--- config.mk ---
export PLATFORM = sky130hd
export DESIGN_NAME = aes_block_loader_flat
export DESIGN_NICKNAME = d
export VERILOG_FILES = /design/src/rtl/aes_block_loader_if.sv /design/src/rtl/aes_block_loader.sv /design/src/flat_wrapper.sv
export SDC_FILE = /design/constraint.sdc
export NUM_CORES = 1
export LEC_CHECK = 0
export BUFFER_PORTS_ARGS = -buffer_cell sky130_fd_sc_hd__buf_2
export CORE_MARGIN = 2
export CORE_UTILIZATION = 50
export CTS_BUF_LIST = sky130_fd_sc_hd__clkbuf_8 sky130_fd_sc_hd__clkbuf_16
export CTS_CLUSTER_SIZE = 10
export DETAILED_ROUTE_END_ITERATION = 8
export GPL_TIMING_DRIVEN = 0
export PLACE_DENSITY = 0.76
export REMOVE_ABC_BUFFERS = 1
export SYNTH_ARGS = -nofsm -noshare
export SYNTH_HDL_FRONTEND = slang
export SYNTH_SLANG_ARGS = --single-unit
export TNS_END_PERCENT = 10
--- constraint.sdc ---
create_clock -name clk -period 12.8 [get_ports clk]
set_input_delay 1.28 -clock clk [delete_from_list [all_inputs] [get_ports clk]]
set_output_delay 1.28 -clock clk [all_outputs]
set_load 0.01 [all_outputs]
--- src/rtl/aes_block_loader_if.sv ---
// ---------------------------------------------------------------------------
// aes_block_loader_if
// Bundles the byte stream, control strobes and AES-facing outputs of the
// byte-serial AES block loader.
//   byte_in/byte_valid/byte_ready : 8-bit valid/ready byte stream
//   key_reload, flush             : single-cycle control requests
//   Key_out, In_out, start        : assembled key/block and start strobe
//   key_loaded, busy, state       : status
// The master modport is the byte source/consumer side; slave is the loader.
// ---------------------------------------------------------------------------
interface aes_block_loader_if;
   logic [7:0]   byte_in;
   logic         byte_valid;
   logic         byte_ready;
   logic         key_reload;
   logic         flush;
   logic [127:0] Key_out;
   logic [127:0] In_out;
   logic         start;
   logic         key_loaded;
   logic         busy;
   logic [1:0]   state;

   modport master (
      output byte_in, byte_valid, key_reload, flush,
      input  byte_ready, Key_out, In_out, start, key_loaded, busy, state
   );

   modport slave (
      input  byte_in, byte_valid, key_reload, flush,
      output byte_ready, Key_out, In_out, start, key_loaded, busy, state
   );
endinterface

--- src/rtl/aes_block_loader.sv ---
// ---------------------------------------------------------------------------
// aes_block_loader
// Assembles a 128-bit AES key and a 128-bit plaintext block from an MSB-first
// byte stream, presents them atomically to the AES top level with a one-cycle
// start pulse, then holds them stable for HOLD_CYCLES cycles.
// Ports:
//   clk  : system clock, rising edge
//   rst  : asynchronous active-high reset
//   bus  : aes_block_loader_if.slave (byte stream, controls, outputs)
// ---------------------------------------------------------------------------
module aes_block_loader #(
   parameter int BYTES       = 16,
   parameter int HOLD_CYCLES = 23
) (
   input  logic               clk,
   input  logic               rst,
   aes_block_loader_if.slave  bus
);

   localparam int         SW        = 8 * BYTES;
   localparam int         HW        = (HOLD_CYCLES > 1) ? $clog2(HOLD_CYCLES) : 1;
   localparam logic [3:0] CNT_LAST  = 4'(BYTES - 1);
   localparam logic [HW-1:0] HOLD_LAST = HW'(HOLD_CYCLES - 1);

   typedef enum logic [1:0] {
      ST_LOAD_KEY  = 2'b00,
      ST_LOAD_DATA = 2'b01,
      ST_HOLD      = 2'b10
   } state_t;

   state_t         r_state,        w_state_nxt;
   logic [3:0]     r_byte_cnt,     w_byte_cnt_nxt;
   logic [SW-1:0]  r_staging,      w_staging_nxt;
   logic [SW-1:0]  r_key,          w_key_nxt;
   logic [SW-1:0]  r_in,           w_in_nxt;
   logic           r_start,        w_start_nxt;
   logic           r_key_loaded,   w_key_loaded_nxt;
   logic           r_busy,         w_busy_nxt;
   logic [HW-1:0]  r_hold_cnt,     w_hold_cnt_nxt;
   logic           r_pending,      w_pending_nxt;

   logic           w_byte_ready;
   logic           w_accept;
   logic           w_last_byte;
   logic [SW-1:0]  w_shifted;

   assign w_byte_ready = (r_state != ST_HOLD);
   assign w_accept     = bus.byte_valid && w_byte_ready;
   assign w_last_byte  = (r_byte_cnt == CNT_LAST);
   // First byte ends up in the top byte: MSB-first, FIPS-197 order.
   assign w_shifted    = {r_staging[SW-9:0], bus.byte_in};

   // NOTE: every variable gets a default before the case so no path leaves it
   // unassigned; otherwise synthesis infers a latch.
   always_comb begin
      w_state_nxt      = r_state;
      w_byte_cnt_nxt   = r_byte_cnt;
      w_staging_nxt    = r_staging;
      w_key_nxt        = r_key;
      w_in_nxt         = r_in;
      w_start_nxt      = 1'b0;
      w_key_loaded_nxt = r_key_loaded;
      w_busy_nxt       = r_busy;
      w_hold_cnt_nxt   = r_hold_cnt;
      w_pending_nxt    = r_pending | bus.key_reload;

      unique case (r_state)
         ST_LOAD_KEY: begin
            // A reload request while already loading a key is redundant.
            w_pending_nxt = 1'b0;
            if (bus.flush) begin
               w_byte_cnt_nxt = '0;
               w_staging_nxt  = '0;
            end else if (w_accept) begin
               w_byte_cnt_nxt = r_byte_cnt + 4'd1;
               w_staging_nxt  = w_shifted;
               if (w_last_byte) begin
                  w_key_nxt        = w_shifted;
                  w_key_loaded_nxt = 1'b1;
                  w_state_nxt      = ST_LOAD_DATA;
               end
            end
         end

         ST_LOAD_DATA: begin
            if (bus.flush) begin
               w_byte_cnt_nxt = '0;
               w_staging_nxt  = '0;
            end else if (w_accept) begin
               w_byte_cnt_nxt = r_byte_cnt + 4'd1;
               w_staging_nxt  = w_shifted;
               if (w_last_byte) begin
                  w_in_nxt       = w_shifted;
                  w_state_nxt    = ST_HOLD;
                  w_start_nxt    = 1'b1;
                  w_busy_nxt     = 1'b1;
                  w_hold_cnt_nxt = '0;
               end
            end
            // Between blocks a reload can act at once; mid-block it waits
            // for the block and its hold window to finish.
            if (bus.key_reload && (r_byte_cnt == 4'd0)) begin
               w_state_nxt   = ST_LOAD_KEY;
               w_pending_nxt = 1'b0;
            end
         end

         ST_HOLD: begin
            // flush is ignored here; bytes are refused via byte_ready.
            w_hold_cnt_nxt = r_hold_cnt + HW'(1);
            if (r_hold_cnt == HOLD_LAST) begin
               w_busy_nxt = 1'b0;
               if (w_pending_nxt) begin
                  w_state_nxt   = ST_LOAD_KEY;
                  w_pending_nxt = 1'b0;
               end else begin
                  w_state_nxt = ST_LOAD_DATA;
               end
            end
         end

         default: begin
            w_state_nxt = ST_LOAD_KEY;
         end
      endcase
   end

   // NOTE: sequential state uses non-blocking assignments so every register
   // samples the pre-edge values, independent of statement order.
   always_ff @(posedge clk or posedge rst) begin
      if (rst) begin
         r_state      <= ST_LOAD_KEY;
         r_byte_cnt   <= '0;
         r_staging    <= '0;
         r_key        <= '0;
         r_in         <= '0;
         r_start      <= 1'b0;
         r_key_loaded <= 1'b0;
         r_busy       <= 1'b0;
         r_hold_cnt   <= '0;
         r_pending    <= 1'b0;
      end else begin
         r_state      <= w_state_nxt;
         r_byte_cnt   <= w_byte_cnt_nxt;
         r_staging    <= w_staging_nxt;
         r_key        <= w_key_nxt;
         r_in         <= w_in_nxt;
         r_start      <= w_start_nxt;
         r_key_loaded <= w_key_loaded_nxt;
         r_busy       <= w_busy_nxt;
         r_hold_cnt   <= w_hold_cnt_nxt;
         r_pending    <= w_pending_nxt;
      end
   end

   assign bus.byte_ready = w_byte_ready;
   assign bus.Key_out    = r_key;
   assign bus.In_out     = r_in;
   assign bus.start      = r_start;
   assign bus.key_loaded = r_key_loaded;
   assign bus.busy       = r_busy;
   assign bus.state      = r_state;

endmodule

--- src/flat_wrapper.sv ---
// flat-port wrapper written by rule: the top's interface ports become plain ports
module aes_block_loader_flat 
#(
   parameter int BYTES       = 16,
   parameter int HOLD_CYCLES = 23
)
  (clk, rst, bus_byte_in, bus_byte_valid, bus_key_reload, bus_flush, bus_byte_ready, bus_Key_out, bus_In_out, bus_start, bus_key_loaded, bus_busy, bus_state);
  aes_block_loader_if bus_i ();
  input  logic clk;
  input  logic rst;
  input wire logic [$bits(bus_i.byte_in)-1:0] bus_byte_in;
  input wire logic [$bits(bus_i.byte_valid)-1:0] bus_byte_valid;
  input wire logic [$bits(bus_i.key_reload)-1:0] bus_key_reload;
  input wire logic [$bits(bus_i.flush)-1:0] bus_flush;
  output wire logic [$bits(bus_i.byte_ready)-1:0] bus_byte_ready;
  output wire logic [$bits(bus_i.Key_out)-1:0] bus_Key_out;
  output wire logic [$bits(bus_i.In_out)-1:0] bus_In_out;
  output wire logic [$bits(bus_i.start)-1:0] bus_start;
  output wire logic [$bits(bus_i.key_loaded)-1:0] bus_key_loaded;
  output wire logic [$bits(bus_i.busy)-1:0] bus_busy;
  output wire logic [$bits(bus_i.state)-1:0] bus_state;
  assign bus_i.byte_in = bus_byte_in;
  assign bus_i.byte_valid = bus_byte_valid;
  assign bus_i.key_reload = bus_key_reload;
  assign bus_i.flush = bus_flush;
  assign bus_byte_ready = bus_i.byte_ready;
  assign bus_Key_out = bus_i.Key_out;
  assign bus_In_out = bus_i.In_out;
  assign bus_start = bus_i.start;
  assign bus_key_loaded = bus_i.key_loaded;
  assign bus_busy = bus_i.busy;
  assign bus_state = bus_i.state;
  aes_block_loader #(.BYTES(BYTES), .HOLD_CYCLES(HOLD_CYCLES)) u_core (.clk(clk), .rst(rst), .bus(bus_i));
endmodule
==> out/metrics.yaml <==
die:
  die-area_um2: 32200
  io_pins: 275
  rows: 64
  fp.dieH_um: 179
  coreArea_um2: 30400
  start_util_pct: 50.5
  die_x_um: 179
timing:
  tightest_slew_ns: 0.677
  post-route-min-period_ns: 3.45
  slew_violations: 0
  slew_headroom_pct: 54.9
  rsz0062_at_grt: "no"
  fin_crit_sh_pct: 27.0
  timing.fmax_ghz: 0.290
  hold_viol_final: 0
  setup_viol: 0
  timing.final.ws_setup_ns: 9.35
  clock_skew_ns: 0.00910
placement:
  dp_hpwl_mm: 20.3
  place_ws_ns: 8.86
  dp.cells: 1766
  port_buffers: 274
  place.gp.congestion: 0.746
  placed_cell_area_um2: 17300
setup_path:
  start_kind: "input pin"
  cp_cell_sequence: "buf_4, buf_16, or3b_4, nor3_4, buf_16, buf_8, buf_16, buf_8, mux2_1"
  crit_path_frequent_cell: "buf_16"
  cpLargestDelayFamily: "buffers and inverters"
  worst-path-buf-inv: 6
  crit_fanout: 74
  critPathKind: "in2reg"
  slowest_delay_ns: 0.48
  critical_path_required_ns: 13.19
  endpoint_kind: "flip-flop"
  slowest_stage: "or3b_4"
  worstPathArrival_ns: 3.84
drt:
  drc: 0
  postRouteAntennaNets: 0
  firstDrtPassIters: 4
  first_iter_violations: 445
  routed_wirelength_mm: 31.5
  viasPerCell: 5.22
  wl_per_cell_um: 17.4
  via_count: 9466
finish:
  area_growth_pct: 20.1
  design_area_um2: 18500
  final_core_util_pct: 60.7
  stdcell_count: 1814
  seq_area_um2: 9780
  drive_above_1_share_pct: 35.5
  multi_input_area_um2: 5120
  final.fill_count: 2413
  diodes: 0
  finalNetCount: 1434
power:
  p_leak_nw: 9.86
  ir_worst_vdd_uv: 120
  power_density_nw_per_um2: 129
yosys:
  syn_avg_cell_area_um2: 13.4
  synth_area_leaders: "dfrtp_1, mux2_2, mux2_1"
  synth_top_cell_by_area: "dfrtp_1"
  seq_area_frac_synth_pct: 63.7
  synth_top_family_by_area: "multiplexers"
  syn_area_um2: 15400
  synth_xor_area_share_pct: 0.228
  yosysUniqueCellTypes: 33
  synthMuxAreaShare_pct: 18.8
  synth-simple-area-share_pct: 9.12
  yosys_warnings: 0
  syn_inst: 1144
  ys_ff_latch: 391
  synth_adder_area_share_pct: 0.326
  synth_compound_area_share_pct: 4.68
  synth_top_area_share_pct: 63.7
global_route:
  grt_max_degree: 130
  antenna_found_initial: 0
  grt_pass1_wl_mm: 51.0
  grt_pass1_vias: 9648
  track_usage_pct: 19.7
  overflow: 0
cts:
  cts_resized: 0
  cts_buffer_depth: 3
  clk_latency_ns: 0.52
  cts_tree: "built"
  cts.sinks: 391
  post_cts.repair.setup_buffers: 0
  htreeDepth: 2
  cts-root-buf: "clkbuf_16"
  cts_hold_buffers: 0
  clk_pin_slew_worst_paths_ns: 0.05
  cts_made_buffers: 45
flow_run:
  maxCapViolCount: 0
status:
  status: "finished, final reports clean"
min_path:
  hp-class: "reg2reg"
==> worst reg2reg max path, stage by stage (launching register included) <==
cell and delay, ns:
dfrtp_1 0.57, or3b_4 0.49, nor3_4 0.36, buf_16 0.21, buf_8 0.19, buf_16 0.18
buf_8 0.17, mux2_1 0.36
==> state kept, by name, indices dropped and copies added (netlist names) <==
signal and cells:
u_core.r_pending 1, u_core.bus.key_loaded 1, u_core.r_byte_cnt 4, u_core.bus.state 2, u_core.r_staging 120, u_core.r_hold_cnt 5, u_core.bus.busy 1, u_core.bus.start 1
u_core.bus.In_out 128, u_core.bus.Key_out 128
==> synthesized netlist by cell type <==
cell and count:
o21bai_2 1, o22ai_1 5, buf_1 1, nand2_1 132, or3b_4 1, xnor2_1 1
buf_12 9, nand4bb_1 1, xor2_1 3, a21o_1 1, buf_6 1, clkbuf_1 33
buf_8 2, nor2b_1 2, nand3_1 3, inv_1 6, buf_2 23, a22o_1 1
mux2i_1 1, dfrtp_1 391, nor2_1 3, mux2_1 100, nor3b_2 1, ha_1 4
nand2b_1 124, o211ai_1 2, a21oi_1 2, mux2_2 156, nand4b_1 1, nor3_4 1
o21ai_0 127, nand4_1 4, and3_1 1
==> area by class of cell <==
class	count	share of cell area (%)
Timing Repair Buffer	295	10.2
Clock inverter	2	0.0678
Multi-Input combinational cell	678	27.7
Tap cell	396	2.68
Sequential cell	391	53.0
Inverter	6	0.163
Clock buffer	46	6.17
==> logic make-up after synthesis <==
group                    Yosys count
flip-flops                       391
AND/OR/NAND/NOR                  274
multiplexers                     257
AO/OA/AOI/OAI                    139
buffers and inverters             75
XOR/XNOR                           4
adder cells (fa/ha/maj)            4
==> placed cells by master (no fill, tap or decap), drive strengths merged, types with 2 or more instances in the layout <==
master / netlist / layout
dfrtp: 391 / 391
buf: 36 / 295
mux2: 256 / 256
nand2: 132 / 132
o21ai: 127 / 127
nand2b: 124 / 124
clkbuf: 33 / 46
inv: 6 / 7
o22ai: 5 / 5
nand4: 4 / 4
ha: 4 / 4
nor2: 3 / 3
xor2: 3 / 3
nand3: 3 / 3
a21oi: 2 / 2
nor2b: 2 / 2
o211ai: 2 / 2
==> through the flow <==
step	total power, mW	hold WS (ns)	TNS, ns
after global routing	2.48	0.497	0
after detailed placement	1.34	0.456	0
after global placement	1.33	0.444	-1201.46
final	2.39	0.465	0
after floorplan	1.31	0.462	0
after CTS	2.42	0.472	0
==> path summary, 6_finish.rpt <==
path / cells past startpoint / from / slack (ns) / to
max: 9 / bus_flush / 9.35 / u_core.bus.Key_out[46]$_DFFE_PP0P_
min: 1 / u_core.bus.key_loaded$_DFFE_PP0P_ / 0.47 / u_core.bus.key_loaded$_DFFE_PP0P_
max reg2reg: 7 / u_core.bus.state[1]$_DFFE_PP0P_ / 10.14 / u_core.bus.Key_out[46]$_DFFE_PP0P_
min reg2reg: 1 / u_core.bus.key_loaded$_DFFE_PP0P_ / 0.47 / u_core.bus.key_loaded$_DFFE_PP0P_
max in group asynchronous: 4 / rst / 10.73 / u_core.bus.In_out[111]$_DFFE_PP0P_
min in group asynchronous: 2 / rst / 0.69 / u_core.r_staging[1]$_DFFE_PP0P_
==> layer usage <==
metal / wire, um / vias to the layer above / GRT usage [%]
li1: - / 4401 / -
met1: 13600 / 4758 / 26.0
met2: 14700 / 263 / 31.5
met3: 2660 / 44 / 6.91
met4: 548 / 0 / 4.54
met5: 0 / - / 0
==> power by group <==
part | switching, mW | leakage, nW | internal [mW]
combinational | 0.0475 | 3.87 | 0.0204
sequential | 0.00762 | 5.42 | 1.25
clock | 0.444 | 0.571 | 0.622
(Power assumes the default switching activity.)
